$ cat config.mk
export PLATFORM = sky130hd
export DESIGN_NAME = reg_write_arbiter
export DESIGN_NICKNAME = d
export VERILOG_FILES = /design/src/rtl/reg_write_arbiter_pkg.sv /design/src/rtl/reg_write_arbiter_rr_pick.sv /design/src/rtl/reg_write_arbiter.sv
export SDC_FILE = /design/constraint.sdc
export NUM_CORES = 1
export LEC_CHECK = 0
export ABC_AREA = 1
export ABC_CLOCK_PERIOD_IN_PS = 3100
export BUFFER_PORTS_ARGS = -buffer_cell sky130_fd_sc_hd__buf_2
export CAP_MARGIN = 20
export CORE_MARGIN = 1
export CORE_UTILIZATION = 49
export DETAILED_ROUTE_END_ITERATION = 10
export PLACE_DENSITY_LB_ADDON = 0.3
export SLEW_MARGIN = 40
export SYNTH_ARGS = -nofsm -noshare
export SYNTH_HDL_FRONTEND = slang
export SYNTH_HIERARCHICAL = 1
export SYNTH_SLANG_ARGS = --single-unit
$ cat constraint.sdc
create_clock -name clk -period 3.1 [get_ports clk]
set_input_delay 0 -clock clk [delete_from_list [all_inputs] [get_ports clk]]
set_output_delay 0 -clock clk [all_outputs]
set_load 0.01 [all_outputs]
$ cat src/rtl/reg_write_arbiter_pkg.sv
// Shared constants, FSM encoding and address decode for the register-bank write arbiter.
package reg_write_arbiter_pkg;

   localparam int NREQ       = 4;
   localparam int NREG       = 8;
   localparam int IDX_W      = 2;
   localparam int ADDR_W     = 3;
   localparam int LOCK_MAX   = 16;
   localparam int LOCK_CNT_W = 5;

   typedef enum logic [1:0] {
      IDLE   = 2'd0,
      GRANT  = 2'd1,
      LOCKED = 2'd2
   } state_t;

   function automatic logic [NREG-1:0] decode_addr(input logic [ADDR_W-1:0] addr);
      logic [NREG-1:0] onehot;
      onehot       = '0;
      onehot[addr] = 1'b1;
      return onehot;
   endfunction

endpackage

$ cat src/rtl/reg_write_arbiter_rr_pick.sv
// Combinational round-robin picker: searches upward from ptr+1, wrapping, ptr itself last.
module rr_pick
   import reg_write_arbiter_pkg::*;
(
   input  logic [NREQ-1:0]  req_masked,
   input  logic [IDX_W-1:0] ptr,
   output logic             valid,
   output logic [IDX_W-1:0] winner
);

   logic [IDX_W-1:0] cand;

   // Walk offsets from lowest to highest priority so the nearest candidate is written last.
   always_comb begin
      valid  = 1'b0;
      winner = '0;
      cand   = '0;
      for (int k = NREQ; k >= 1; k--) begin
         cand = ptr + IDX_W'(k);
         if (req_masked[cand]) begin
            valid  = 1'b1;
            winner = cand;
         end
      end
   end

endmodule

$ cat src/rtl/reg_write_arbiter.sv
// Round-robin write arbiter with lockable back-to-back grants, driving an external register bank.
module reg_write_arbiter
   import reg_write_arbiter_pkg::*;
#(
   parameter int WIDTH = 16,
   parameter int NREQ  = reg_write_arbiter_pkg::NREQ,
   parameter int NREG  = reg_write_arbiter_pkg::NREG
) (
   input  logic                    clk,
   input  logic                    rst,
   input  logic [NREQ-1:0]         req,
   input  logic [NREQ-1:0]         lock,
   input  logic [NREQ*ADDR_W-1:0]  waddr,
   input  logic [NREQ*WIDTH-1:0]   wdata,
   output logic [NREQ-1:0]         gnt,
   output logic [NREG-1:0]         reg_en,
   output logic [WIDTH-1:0]        reg_d,
   output logic [IDX_W-1:0]        owner,
   output logic                    locked
);

   state_t                state, state_nxt;
   logic [IDX_W-1:0]      ptr, ptr_nxt, owner_nxt;
   logic [LOCK_CNT_W-1:0] lock_cnt, lock_cnt_nxt;
   logic [NREQ-1:0]       gnt_nxt, mask, req_masked;
   logic [NREG-1:0]       reg_en_nxt;
   logic [WIDTH-1:0]      reg_d_nxt;
   logic                  pick_valid, hold, grant_any;
   logic [IDX_W-1:0]      pick_idx, grant_idx;

   // The owner is either the requester granted this cycle or the one leaving a lock.
   assign mask       = (state != IDLE) ? (NREQ'(1) << owner) : '0;
   assign req_masked = req & ~mask;
   assign hold       = (state == LOCKED) && req[owner] && lock[owner] &&
                       (lock_cnt < LOCK_CNT_W'(LOCK_MAX));

   rr_pick u_rr_pick (
      .req_masked (req_masked),
      .ptr        (ptr),
      .valid      (pick_valid),
      .winner     (pick_idx)
   );

   always_comb begin
      state_nxt    = IDLE;
      ptr_nxt      = ptr;
      owner_nxt    = owner;
      lock_cnt_nxt = '0;
      gnt_nxt      = '0;
      reg_en_nxt   = '0;
      reg_d_nxt    = '0;
      grant_any    = 1'b0;
      grant_idx    = owner;
      if (hold) begin
         grant_any    = 1'b1;
         state_nxt    = LOCKED;
         lock_cnt_nxt = lock_cnt + LOCK_CNT_W'(1);
      end else if (pick_valid) begin
         grant_any = 1'b1;
         grant_idx = pick_idx;
         if (lock[pick_idx]) begin
            state_nxt    = LOCKED;
            lock_cnt_nxt = LOCK_CNT_W'(1);
         end else begin
            state_nxt = GRANT;
         end
      end
      if (grant_any) begin
         gnt_nxt[grant_idx] = 1'b1;
         reg_en_nxt         = decode_addr(waddr[ADDR_W*grant_idx +: ADDR_W]);
         reg_d_nxt          = wdata[WIDTH*grant_idx +: WIDTH];
         ptr_nxt            = grant_idx;
         owner_nxt          = grant_idx;
      end
   end

   // ptr resets to the last index so requester 0 wins the first arbitration.
   always_ff @(posedge clk or posedge rst) begin
      if (rst) begin
         state    <= IDLE;
         ptr      <= IDX_W'(NREQ - 1);
         owner    <= '0;
         lock_cnt <= '0;
         gnt      <= '0;
         reg_en   <= '0;
         reg_d    <= '0;
      end else begin
         state    <= state_nxt;
         ptr      <= ptr_nxt;
         owner    <= owner_nxt;
         lock_cnt <= lock_cnt_nxt;
         gnt      <= gnt_nxt;
         reg_en   <= reg_en_nxt;
         reg_d    <= reg_d_nxt;
      end
   end

   assign locked = (state == LOCKED);

endmodule

==> flow_metrics.py <==
metrics = {
    "drt": {
        "wl_mm": 6.62,
        "drt-vias-per-instance": 4.84,
        "vias": 2884,
        "post_drt_wl_per_cell_um": 11.1,
        "first_pass_iters": 4,
        "drt-initial-drc-count": 144,
        "post-route-drc-count": 0,
        "antenna_left": 0,
    },
    "die": {
        "die_area_um2": 5980,
        "core_area_um2": 5470,
        "chipWidth_um": 77.3,
        "num_rows": 27,
        "initial_utilization_pct": 50.8,
        "die_h_um": 77.3,
        "ios": 117,
    },
    "final_layout": {
        "areaGrowthSynthToFinish_pct": 23.4,
        "drive_above_1_share_pct": 32.1,
        "fill_cells": 532,
        "antenna_cells": 0,
        "num-nets-final": 610,
    },
    "outcome": {
        "status": "finished, final reports clean",
    },
    "logic_synthesis": {
        "async_flop_share_pct": 100,
        "synthCells": 409,
        "synth_top_area_share_pct": 33.3,
        "yosysSeqAreaShare_pct": 35.2,
        "synth_ff_type": "dfrtp_1",
        "syn_nets": 496,
        "synth_area_um2": 2780,
        "ys_types": 35,
        "yosys-top-cells-area": "dfrtp_1, nand2_1, inv_1",
        "syn_avg_cell_area_um2": 6.80,
        "synth_edf_count": 0,
        "ys_ff_latch": 39,
        "ys_warn_count": 6,
        "synth_most_common_cell": "nand2_1",
        "synth_commonest_cells": "nand2_1, inv_1, nand3_1",
        "synth_area_leader_cell": "dfrtp_1",
    },
    "clock_tree": {
        "cts_tree": "yes",
        "clkTransAtPathRegs_ns": 0.08,
        "clock-sinks": 39,
        "cts_buffers": 5,
        "clkLatencyLatePin_ns": 0.29,
        "root_buffer": "clkbuf_8",
        "clockBufferDepth": 2,
        "cts_max_level": 2,
        "cts_setup_buffers": 0,
    },
    "critical_path": {
        "critPathKind": "reg2reg",
        "crit_path_start_kind": "flip-flop",
        "critPathCaptureType": "flip-flop",
        "cp.arrival_ns": 3.01,
        "cp_max_fo": 16,
        "cp.required_ns": 3.31,
    },
    "placed_design": {
        "dp_hpwl_mm": 4.98,
        "io_buffers": 116,
        "gp_congestion": 0.832,
    },
    "global_routing": {
        "track_usage_pct": 23.6,
        "grt_max_degree": 40,
        "antenna_found_initial": 0,
        "grt_pass1_vias": 2689,
        "grt-ovfl-total": 0,
        "grt_pass1_wl_mm": 11.3,
    },
    "sta": {
        "clock_skew_ns": 0.00450,
        "timing.final.crit_share_pct": 90.5,
        "rsz0062_at_grt": "no",
        "setup_viol": 0,
        "max_freq_mhz": 356,
        "max_slew_margin_pct": 68.1,
        "slew_violations": 0,
        "worst_slew_pin_slew_ns": 0.479,
        "hold_viol": 0,
        "min_period_ns": 2.81,
        "setup_tns_ns": 0,
    },
    "worst_hold_path": {
        "holdCritPathClass": "in2reg",
    },
    "run": {
        "drv_cap": 0,
    },
}
==> cells by family after synthesis <==
| logic type | after synthesis | synth area share [%] |
|---|---|---|
| xor gates and xnor gates | 1 | 0.315 |
| DFF | 39 | 35.2 |
| adders and majority gates | 1 | 0.450 |
| and+or+nand+nor | 253 | 41.7 |
| AOI/OAI and AO/OA | 32 | 6.43 |
| buffers and inverters | 83 | 15.9 |
==> critical path: stages (launching register included) <==
cell and delay [ns]:
dfrtp_1 0.42, or2_2 0.33, a31oi_1 0.15, inv_1 0.08, o21ai_2 0.19, nand2_2 0.08
nand2_1 0.06, nand2_1 0.06, nand2_1 0.05, nand2_1 0.04, nand2_1 0.09, inv_1 0.06
a21oi_1 0.20, nand2_2 0.16, nand2_2 0.19, buf_4 0.23, nand2_1 0.07, nand2_1 0.06
nand2_1 0.04, a21oi_1 0.16
==> path summary, 6_finish.rpt <==
| path | slack [ns] | from | endpoint | cells after the start |
|---|---|---|---|---|
| max | 0.29 | state[0]$_DFF_PP0_ | reg_d[10]$_DFF_PP0_ | 19 |
| min | 0.03 | wdata[9] | reg_d[9]$_DFF_PP0_ | 5 |
| max reg2reg | 0.29 | state[0]$_DFF_PP0_ | reg_d[10]$_DFF_PP0_ | 19 |
| min reg2reg | 0.55 | lock_cnt[2]$_DFF_PP0_ | lock_cnt[4]$_DFF_PP0_ | 2 |
| max in group asynchronous | 2.38 | rst | ptr[0]$_DFFE_PP1P_ | 4 |
| min in group asynchronous | 0.36 | rst | gnt[2]$_DFF_PP0_ | 4 |
==> metrics by stage <==
stage | util, % | std cells | worst slack [ns] | hold slack [ns] | instance area (um^2)
final | 62.7 | 596 | 0.294 | 0.0318 | 3430
after global routing | 62.7 | 596 | 0.00374 | 0.0443 | 3430
after CTS | 62.3 | 596 | 0.271 | 0.0241 | 3410
after detailed placement | 60.6 | 587 | 0.298 | 0.152 | 3320
after global placement | 60.6 | 587 | 0.343 | 0.135 | 3320
after floorplan | - | 409 | 0.663 | 0.204 | 2780
==> flip-flops by register name (all words and copies together) (netlist names) <==
name      flops
reg_en        8
gnt           4
ptr           2
reg_d        16
owner         2
state         2
lock_cnt      5
==> cells in the final DEF, fill, tap and decap left out, types with 2 or more instances in the layout <==
master / instances
inv_2: 2
dfstp_2: 2
nand3_1: 38
dfrtp_1: 37
a31oi_1: 4
nand3_2: 5
nand2_4: 3
buf_2: 116
a21oi_1: 16
nand2_2: 14
nor2_1: 23
nand2_1: 157
o21ai_2: 2
inv_1: 63
o21ai_1: 2
nand4_1: 3
nand2_8: 2
o21ai_0: 4
clkbuf_8: 5
buf_4: 5
nor3b_1: 2
==> per-layer routing <==
| metal | vias up | part of all wire, % | global-route usage, % |
|---|---|---|---|
| met1 | 1255 | 43 | 29.1 |
| met3 | 18 | 8.0 | 5.41 |
| met5 | - | 0 | 0 |
| met4 | 0 | 2.1 | 9.43 |
| met2 | 137 | 47 | 39.9 |
| li1 | 1474 | - | - |
==> cell type report <==
cell class              count  area (um^2)  area share, %
multi-input cells         287         1380           40.2
flip-flops and latches     39          978           28.5
repair buffers            123          639           18.6
inverters                  67          262           7.62
well taps                  72         90.1           2.62
clock buffers               6         72.6           2.11
clock inverters             2         12.5          0.364
==> what timing repair did <==
action / CTS / global route
hold endpoints to repair: 37 / 0
endpoints found under the setup margin: 0 / 20
hold buffers: 1 / 0
gates resized for setup: 0 / 4
Power is not shown: default switching activity piles up to over one toggle a cycle in this logic, so the estimate is an artifact.
